[src/rtl/mem_access_ctrl.sv]
`default_nettype none
// ============================================================================
// Module   : mem_access_ctrl
// Brief    : MEM-stage data-memory access sequencer. Drives one load/store
//            at a time onto the data-bus request/response handshake, holds
//            the pipeline while the access is in flight, and aligns and
//            extends load data for writeback. Non-memory instructions pass
//            straight through with no stall.
// Revision : 1.0 - initial release
// ============================================================================
module mem_access_ctrl (
    input  logic        clk,
    input  logic        rst,

    // Operation carried from EX/MEM
    input  logic [3:0]  mem_op_i,
    input  logic [31:0] mem_addr_i,
    input  logic [31:0] mem_wdata_i,
    input  logic [4:0]  reg_write_addr_i,
    input  logic        reg_write_en_i,
    input  logic [31:0] reg_write_data_i,
    input  logic        flush_i,

    // Data-bus request channel
    output logic        dreq_o,
    output logic        dwe_o,
    output logic [31:0] daddr_o,
    output logic [3:0]  dbe_o,
    output logic [31:0] dwdata_o,
    input  logic        dready_i,

    // Data-bus response channel
    input  logic        drvalid_i,
    input  logic [31:0] drdata_i,

    // Pipeline control and writeback
    output logic        stall_req_o,
    output logic [4:0]  reg_write_addr_o,
    output logic        reg_write_en_o,
    output logic [31:0] reg_write_data_o,

    // Address exceptions
    output logic        addr_err_load_o,
    output logic        addr_err_store_o,
    output logic [31:0] bad_vaddr_o
);

    // ------------------------------------------------------------------------
    // Operation encodings (9..15 decode as no memory access)
    // ------------------------------------------------------------------------
    localparam logic [3:0] C_OP_NONE = 4'd0;
    localparam logic [3:0] C_OP_LB   = 4'd1;
    localparam logic [3:0] C_OP_LBU  = 4'd2;
    localparam logic [3:0] C_OP_LH   = 4'd3;
    localparam logic [3:0] C_OP_LHU  = 4'd4;
    localparam logic [3:0] C_OP_LW   = 4'd5;
    localparam logic [3:0] C_OP_SB   = 4'd6;
    localparam logic [3:0] C_OP_SH   = 4'd7;
    localparam logic [3:0] C_OP_SW   = 4'd8;

    // ------------------------------------------------------------------------
    // Access sequencer states
    // ------------------------------------------------------------------------
    localparam logic [1:0] C_IDLE = 2'd0;
    localparam logic [1:0] C_REQ  = 2'd1;
    localparam logic [1:0] C_WAIT = 2'd2;
    localparam logic [1:0] C_DONE = 2'd3;

    logic [1:0]  state_q,  state_d;
    logic        killed_q, killed_d;
    logic [31:0] rdata_q,  rdata_d;

    // Operation decode
    logic        w_is_load;
    logic        w_is_store;
    logic        w_is_byte;
    logic        w_is_half;
    logic        w_is_word;
    logic        w_is_signed;
    logic        w_mem_op;
    logic        w_misaligned;

    // Store lane steering
    logic [3:0]  w_store_be;
    logic [31:0] w_store_data;

    // Load alignment
    logic [7:0]  w_load_byte;
    logic [15:0] w_load_half;
    logic [31:0] w_load_data;

    // Classify the incoming operation by direction, size and signedness
    always_comb begin
        w_is_load   = 1'b0;
        w_is_store  = 1'b0;
        w_is_byte   = 1'b0;
        w_is_half   = 1'b0;
        w_is_word   = 1'b0;
        w_is_signed = 1'b0;
        case (mem_op_i)
            C_OP_LB:  begin w_is_load  = 1'b1; w_is_byte = 1'b1; w_is_signed = 1'b1; end
            C_OP_LBU: begin w_is_load  = 1'b1; w_is_byte = 1'b1; end
            C_OP_LH:  begin w_is_load  = 1'b1; w_is_half = 1'b1; w_is_signed = 1'b1; end
            C_OP_LHU: begin w_is_load  = 1'b1; w_is_half = 1'b1; end
            C_OP_LW:  begin w_is_load  = 1'b1; w_is_word = 1'b1; end
            C_OP_SB:  begin w_is_store = 1'b1; w_is_byte = 1'b1; end
            C_OP_SH:  begin w_is_store = 1'b1; w_is_half = 1'b1; end
            C_OP_SW:  begin w_is_store = 1'b1; w_is_word = 1'b1; end
            C_OP_NONE: ;
            default: ;
        endcase
    end

    assign w_mem_op     = w_is_load | w_is_store;
    assign w_misaligned = (w_is_half & mem_addr_i[0]) |
                          (w_is_word & (mem_addr_i[1:0] != 2'b00));

    // Little-endian store lanes: byte/half data is replicated across the word
    // so the bus only needs the byte enables to pick the right lanes
    always_comb begin
        w_store_be   = 4'b1111;
        w_store_data = mem_wdata_i;
        if (w_is_byte) begin
            w_store_be   = 4'b0001 << mem_addr_i[1:0];
            w_store_data = {4{mem_wdata_i[7:0]}};
        end else if (w_is_half) begin
            w_store_be   = mem_addr_i[1] ? 4'b1100 : 4'b0011;
            w_store_data = {2{mem_wdata_i[15:0]}};
        end
    end

    // Pick the addressed byte/half out of the captured read word and extend it
    always_comb begin
        case (mem_addr_i[1:0])
            2'd0:    w_load_byte = rdata_q[7:0];
            2'd1:    w_load_byte = rdata_q[15:8];
            2'd2:    w_load_byte = rdata_q[23:16];
            default: w_load_byte = rdata_q[31:24];
        endcase
        w_load_half = mem_addr_i[1] ? rdata_q[31:16] : rdata_q[15:0];

        w_load_data = rdata_q;
        if (w_is_byte) begin
            w_load_data = {{24{w_is_signed & w_load_byte[7]}}, w_load_byte};
        end else if (w_is_half) begin
            w_load_data = {{16{w_is_signed & w_load_half[15]}}, w_load_half};
        end
    end

    // Next-state logic: sequence the access and track a flush that lands
    // while a response is still owed by the bus
    always_comb begin
        state_d  = state_q;
        killed_d = killed_q;
        rdata_d  = rdata_q;
        case (state_q)
            C_IDLE: begin
                killed_d = 1'b0;
                if (!flush_i && w_mem_op && !w_misaligned) begin
                    state_d = C_REQ;
                end
            end
            C_REQ: begin
                // A request not yet accepted can simply be withdrawn
                if (flush_i) begin
                    state_d = C_IDLE;
                end else if (dready_i) begin
                    state_d = C_WAIT;
                end
            end
            C_WAIT: begin
                // Once accepted, the response must still be absorbed
                if (flush_i) begin
                    killed_d = 1'b1;
                end
                if (drvalid_i) begin
                    rdata_d = drdata_i;
                    if (killed_q || flush_i) begin
                        state_d  = C_IDLE;
                        killed_d = 1'b0;
                    end else begin
                        state_d = C_DONE;
                    end
                end
            end
            C_DONE: begin
                state_d = C_IDLE;
            end
            default: begin
                state_d  = C_IDLE;
                killed_d = 1'b0;
            end
        endcase
    end

    // State, kill flag and captured read data registers
    always_ff @(posedge clk) begin
        if (rst) begin
            state_q  <= C_IDLE;
            killed_q <= 1'b0;
            rdata_q  <= 32'd0;
        end else begin
            state_q  <= state_d;
            killed_q <= killed_d;
            rdata_q  <= rdata_d;
        end
    end

    // Output decode: bus request, stall, writeback and exception fields
    always_comb begin
        dreq_o           = 1'b0;
        dwe_o            = 1'b0;
        daddr_o          = 32'd0;
        dbe_o            = 4'd0;
        dwdata_o         = 32'd0;
        stall_req_o      = 1'b0;
        reg_write_addr_o = 5'd0;
        reg_write_en_o   = 1'b0;
        reg_write_data_o = 32'd0;
        addr_err_load_o  = 1'b0;
        addr_err_store_o = 1'b0;
        bad_vaddr_o      = 32'd0;
        if (!rst) begin
            case (state_q)
                C_IDLE: begin
                    if (flush_i) begin
                        // Killed instruction: nothing leaves this stage
                    end else if (!w_mem_op) begin
                        reg_write_addr_o = reg_write_addr_i;
                        reg_write_en_o   = reg_write_en_i;
                        reg_write_data_o = reg_write_data_i;
                    end else if (w_misaligned) begin
                        addr_err_load_o  = w_is_load;
                        addr_err_store_o = w_is_store;
                        bad_vaddr_o      = mem_addr_i;
                        reg_write_addr_o = reg_write_addr_i;
                    end else begin
                        stall_req_o = 1'b1;
                    end
                end
                C_REQ: begin
                    if (!flush_i) begin
                        dreq_o      = 1'b1;
                        dwe_o       = w_is_store;
                        daddr_o     = {mem_addr_i[31:2], 2'b00};
                        dbe_o       = w_is_store ? w_store_be : 4'b1111;
                        dwdata_o    = w_is_store ? w_store_data : 32'd0;
                        stall_req_o = 1'b1;
                    end
                end
                C_WAIT: begin
                    stall_req_o = !flush_i;
                end
                C_DONE: begin
                    reg_write_addr_o = reg_write_addr_i;
                    if (w_is_load) begin
                        reg_write_en_o   = reg_write_en_i & !flush_i;
                        reg_write_data_o = w_load_data;
                    end
                end
                default: ;
            endcase
        end
    end

endmodule
`default_nettype wire

[config.mk]
export PLATFORM = sky130hd
export DESIGN_NAME = mem_access_ctrl
export DESIGN_NICKNAME = d
export VERILOG_FILES = /design/src/rtl/mem_access_ctrl.sv
export SDC_FILE = /design/constraint.sdc
export NUM_CORES = 1
export LEC_CHECK = 0
export CAP_MARGIN = 40
export CORE_ASPECT_RATIO = 1.25
export CORE_MARGIN = 5
export CORE_UTILIZATION = 39
export DETAILED_ROUTE_END_ITERATION = 8
export PLACE_DENSITY = 0.86
export SLEW_MARGIN = 20
export SYNTH_ARGS = -nofsm -noshare
export SYNTH_HDL_FRONTEND = slang
export SYNTH_SLANG_ARGS = --single-unit
[constraint.sdc]
create_clock -name clk -period 5.1 [get_ports clk]
set_clock_uncertainty 0.1 [all_clocks]
set_input_delay 1.02 -clock clk [delete_from_list [all_inputs] [get_ports clk]]
set_output_delay 1.02 -clock clk [all_outputs]
set_load 0.01 [all_outputs]
# Word-level counts from Yosys, hierarchy flattened
# Cells that the tools add are included.
[op_classes]
bitwise_logic = 7
n_reduce_logical = 17
muxes = 77
n_eq_ne = 16
n_shift = 1
[op_table]
columns = ["op", "n"]
rows = [
  ["$mux 32", 20],
  ["$pmux 32 s2", 1],
  ["$mux 1", 33],
  ["$mux 4", 7],
  ["$pmux 8 s3", 1],
  ["$mux 5", 4],
  ["$eq 4x3->1 const B", 4],
  ["$mux 16", 1],
  ["$mux 2", 5],
  ["$pmux 5 s2", 1],
  ["$reduce_or 3->1", 3],
  ["$eq 4x2->1 const B", 2],
  ["$pmux 2 s4", 1],
  ["$eq 2x2->1 const B", 3],
  ["$and 1x1->1", 5],
  ["$reduce_or 5->1", 1],
  ["$eq 2x1->1 const B", 2],
  ["$eq 4x1->1 const B", 1],
  ["$eq 4x4->1 const B", 1],
  ["$logic_not 2->1", 2],
  ["$ne 2x2->1 const B", 2],
  ["$pmux 1 s2", 2],
  ["$reduce_bool 2->1", 2],
  ["$reduce_or 2->1", 2],
  ["other kinds (9)", 12],
]
[word_totals]
output_inout_bits = 143
register_bits = 35
word_cells = 121

# Logic depth before layout (Yosys ltp)
[logic_depth]
ltp_word = 10
ltp_mapped = 8

# Worst setup path after synthesis
# Ideal clock, no wire load.
[synth_timing]
kind = "input to output"
from = "in mem_op_i[1]"
to = "out dwdata_o[24]"
stages = 7
t_arrival_ps = 2536
setup_slack_ps = 1444
n_path_buf = 3
path_cell_list = "buf_6 or3b_1 buf_2 a21o_1 buf_2 mux2i_1 a211oi_1"
[synth_between]
elab_chain_cells = 9
elab_cells_between_ends = 19
classes_between = "eq/ne (7); mux (9); reduce/logical (3)"
[synth_lines]
columns = ["element", "line_no", "source"]
rows = [
  ["start: declaration", "16", "input logic [3:0] mem_op_i,"],
  ["$eq 4x2->1 or $eq 4x3->1 (tied branches)", "100", "case (mem_op_i)"],
  ["$reduce_or 3->1 (no line)", "n/a", ""],
  ["$mux 1", "100", ""],
  ["$mux 32", "126", "end else if (w_is_half) begin"],
  ["$mux 32", "123", "if (w_is_byte) begin"],
  ["$mux 32 *", "247", "dwdata_o = w_is_store ? w_store_data : 32'd0;"],
  ["$mux 32 *", "242", "if (!flush_i) begin"],
  ["$mux 32 *", "224", "case (state_q)"],
  ["$mux 32 *", "223", "if (!rst) begin"],
  ["end: declaration", "29", "output logic [31:0] dwdata_o,"],
]
# Every way passes the cells marked *; elsewhere a longest branch is shown, timed or not.

# Worst setup path in the final report
[layout_timing]
from = "in mem_op_i[1]"
to = "out reg_write_data_o[18]"
[layout_between]
elab_chain_cells = 9
elab_cells_between_ends = 28
classes_between = "eq/ne (8); mux (12); bitwise (3); reduce/logical (5)"
[layout_lines]
columns = ["element", "line_no", "source"]
rows = [
  ["$eq 4x2->1 or $eq 4x1->1 (tied branches)", "100", ""],
  ["$reduce_or 2->1 (no line)", "n/a", ""],
  ["$mux 1", "100", ""],
  ["$and 1x1->1", "146", "w_load_data = {{16{w_is_signed & w_load_half[15]}}, w_load_half};"],
  ["$mux 32", "145", "end else if (w_is_half) begin"],
  ["$mux 32", "143", "if (w_is_byte) begin"],
  ["$mux 32", "256", "if (w_is_load) begin"],
  ["$pmux 32 s2 *", "224", ""],
  ["$mux 32 *", "223", ""],
  ["end: declaration", "40", "output logic [31:0] reg_write_data_o,"],
]
# Marked as above.

==> flow_summary.toml <==
[power]
share_seq_of_total_power_pct = 26.8
p_sw_mw = 0.3706
powerDensity_nw_per_um2 = 155.5
clock_power_share_pct = 26.7
ir_drop_v = 0.0001586
intPower_mw = 0.7319
power_frac_comb_pct = 46.5
p_sw_share_pct = 33.62
leakage_nw = 2.464

[yosys]
ys_ff_latch = 35
netlist-cell-type-count = 59
yosysSeqAreaShare_pct = 17.41
synth_area_per_cell_um2 = 6.950
synth_area_um2 = 4024
yosysWarnings = 0
ys.flop_type = "dfxtp_1"
ys_async_sr_fraction_pct = 0
syn_inst = 579
synth-edff-count = 0

[timing]
fmax_mhz = 201.1
setup_tns_ps = 0
period_share_pct = 97.51
fin_crit_ps = 4973
slew_violations = 0
relSlewSlack_pct = 56.26
tightest_slew_ps = 654.4
setup_viol = 0
grt_setup_unrepaired = "false"
hold_viol_final = 0

[clock_network]
post_cts_buffers = 0
cts_hold_buf = 0
cts_sinks = 35
tritoncts.num_buffers = 5
path_clk_slew_ps = 50
root_buffer = "clkbuf_16"
clock_latency_ps = 280
cts_tree = "yes"
clock_path_buffers = 2
cts_htree_levels = 2
ctsResizeCount = 0

[job]
max_cap_violations = 0

[hold_path]
hp-class = "register to register"
min-delay-start = "killed_q$_SDFFE_PP0P_"

[setup_path]
cp.buffers_inverters = 3
cp_slowest_stage_delay_ps = 780
path_cells = "clkdlybuf4s50_1, buf_4, nor3_4, nor4b_2, nand4_2, o2bb2ai_1, clkdlybuf4s50_1"
worst_setup_path_start_kind = "input port"
reg2reg_from = "state_q[0]$_SDFFE_PP0P_"
cp_top_family = "buffers and inverters"
cp-startpoint = "mem_op_i[1]"
path_max_fanout = 16
cp.required_ps = 3980
arrival_ps = 3850
slowest_stage = "clkdlybuf4s50_1"
end_kind = "primary output"
crit_path_frequent_cell = "clkdlybuf4s50_1"
path_class = "input port to primary output"

[route]
drc = 0
wirelength_um = 19130
ant_nets = 0
wl_per_cell_um = 19.75
drt_first_pass_iters = 5
viasPerCell = 5.551
drtIter0Drc = 263
vias = 5379

[outcome]
outcome = "finished clean"

[placement]
io_buffers = 283
globalplace.congestion = 0.9739
hpwl_um = 15890

[floorplanning]
row_count = 41
fp.dieH_um = 123.6
initial_core_util_pct = 39.82
io_pins = 286
dieArea_um2 = 12460
die_x_um = 100.9
design.core.area_um2 = 10110

[global_routing]
antenna_found_initial = 5
grt.overflow.total = 0
gr-usage-all-layers_pct = 28.91
grt_max_degree = 35
grt_pass1_wl_um = 28150
grt_pass1_vias = 5237

[finish]
fin_nets = 986
postLayoutCoreUtil_pct = 70.14
n_fill_cell = 868
multiInputGateArea_um2 = 2922
area_growth_pct = 76.15
drive_above_1_share_pct = 6.675
regArea_um2 = 700.7
-- path summary, 6_finish.rpt --
| kind | to | slack (ps) | cells after the start |
|---|---|---|---|
| worst max-delay path | reg_write_data_o[18] | 130 | 7 |
| worst min-delay path | killed_q$_SDFFE_PP0P_ | 370 | 2 |
| worst max register to register | state_q[0]$_SDFFE_PP0P_ | 3220 | 6 |
| worst min register to register | killed_q$_SDFFE_PP0P_ | 370 | 2 |
-- synth_stat cells (4+ instances only) --
master	count	area share (%)
buf_6	5	1.4
buf_4	6	1.1
inv_1	30	2.8
a21oi_1	72	9.0
a211oi_1	25	4.7
and2_1	40	6.2
nand2_1	93	8.7
nor3_1	5	0.62
o2bb2ai_1	17	3.7
o221ai_1	7	1.5
mux2i_1	16	4.0
a32oi_1	7	1.5
mux4_2	8	4.5
ha_1	5	1.6
buf_2	18	2.2
nand3_1	4	0.50
nand2b_1	8	1.2
nor2_1	52	4.9
a21o_1	4	0.75
nor3b_1	32	6.0
dfxtp_1	35	17
clkbuf_1	22	2.1
a22o_1	7	1.5
buf_1	6	0.56
o21ai_0	9	1.1
-- cell families after synthesis --
kind of cell / after synthesis / share of synthesized area (%)
xor gates and xnor gates: 3 / 0.8397
and+or+nand+nor: 258 / 34.05
AOI/OAI and AO/OA: 165 / 27.15
DFF: 35 / 17.41
adders and majority gates: 5 / 1.555
muxes: 25 / 8.737
buffers and inverters: 87 / 10.17
other: 1 / 0.09319
-- layout by cell type (no fill, tap or decap), types with 7 or more instances in the layout --
master / n
buf_4: 22
nor2_1: 52
clkdlybuf4s50_1: 283
o21ai_0: 9
inv_1: 30
a32oi_1: 7
dfxtp_1: 35
mux4_2: 8
nor3b_1: 32
a22o_1: 7
a211oi_1: 25
mux2i_1: 16
o221ai_1: 7
nand2_1: 93
o2bb2ai_1: 17
nand2b_1: 8
a21oi_1: 72
and2_1: 40
-- power by group through the flow --
stage	sequential [mW]	combinational, mW	clock (mW)
after global routing	0.295	0.550	0.311
after CTS	0.294	0.512	0.298
final	0.295	0.513	0.295
after floorplan	0.295	0.247	0
after global placement	0.299	0.497	0
after detailed placement	0.300	0.509	0
-- worst register-to-register path, stage by stage (launching register included) --
cell and delay, ps:
dfxtp_1 420, inv_1 90, ha_1 270, nor2b_1 190, a211oi_1 400, a21oi_1 150
o31a_1 150
-- state kept, by name, summed over array words and instances (netlist names) --
register  count
rdata_q      32
state_q       2
killed_q      1
-- per-stage QoR --
step	power [mW]	cell area [µm²]	cells	setup WS, ps	hold WS (ps)
finish	1.103	7088	969	127.1	372.2
global placement	0.7965	6914	958	334.0	358.5
CTS	1.104	7086	968	197.5	366.4
global route	1.156	7086	968	61.74	397.0
detailed placement	0.8090	6944	960	209.1	359.1
floorplan	0.5417	4028	580	1444	344.0
-- cell type report --
type                            instances  area share (%)
Timing Repair Buffer                  308           43.00
Multi-Input combinational cell        458           41.22
Sequential cell                        35           9.885
Tap cell                              129           2.277
Clock buffer                            6           1.818
Inverter                               30           1.589
Clock inverter                          2          0.1765
Antenna cell                            1         0.03530
-- layer usage --
metal | share of wire [%] | GRT usage, % | vias up
met5 | 0.36 | 0 | -
met4 | 4.5 | 13.06 | 10
met3 | 9.6 | 7.675 | 60
met2 | 51 | 53.46 | 277
met1 | 35 | 30.17 | 2477
li1 | - | - | 2555
No activity file was read; power rests on OpenSTA's default activity.
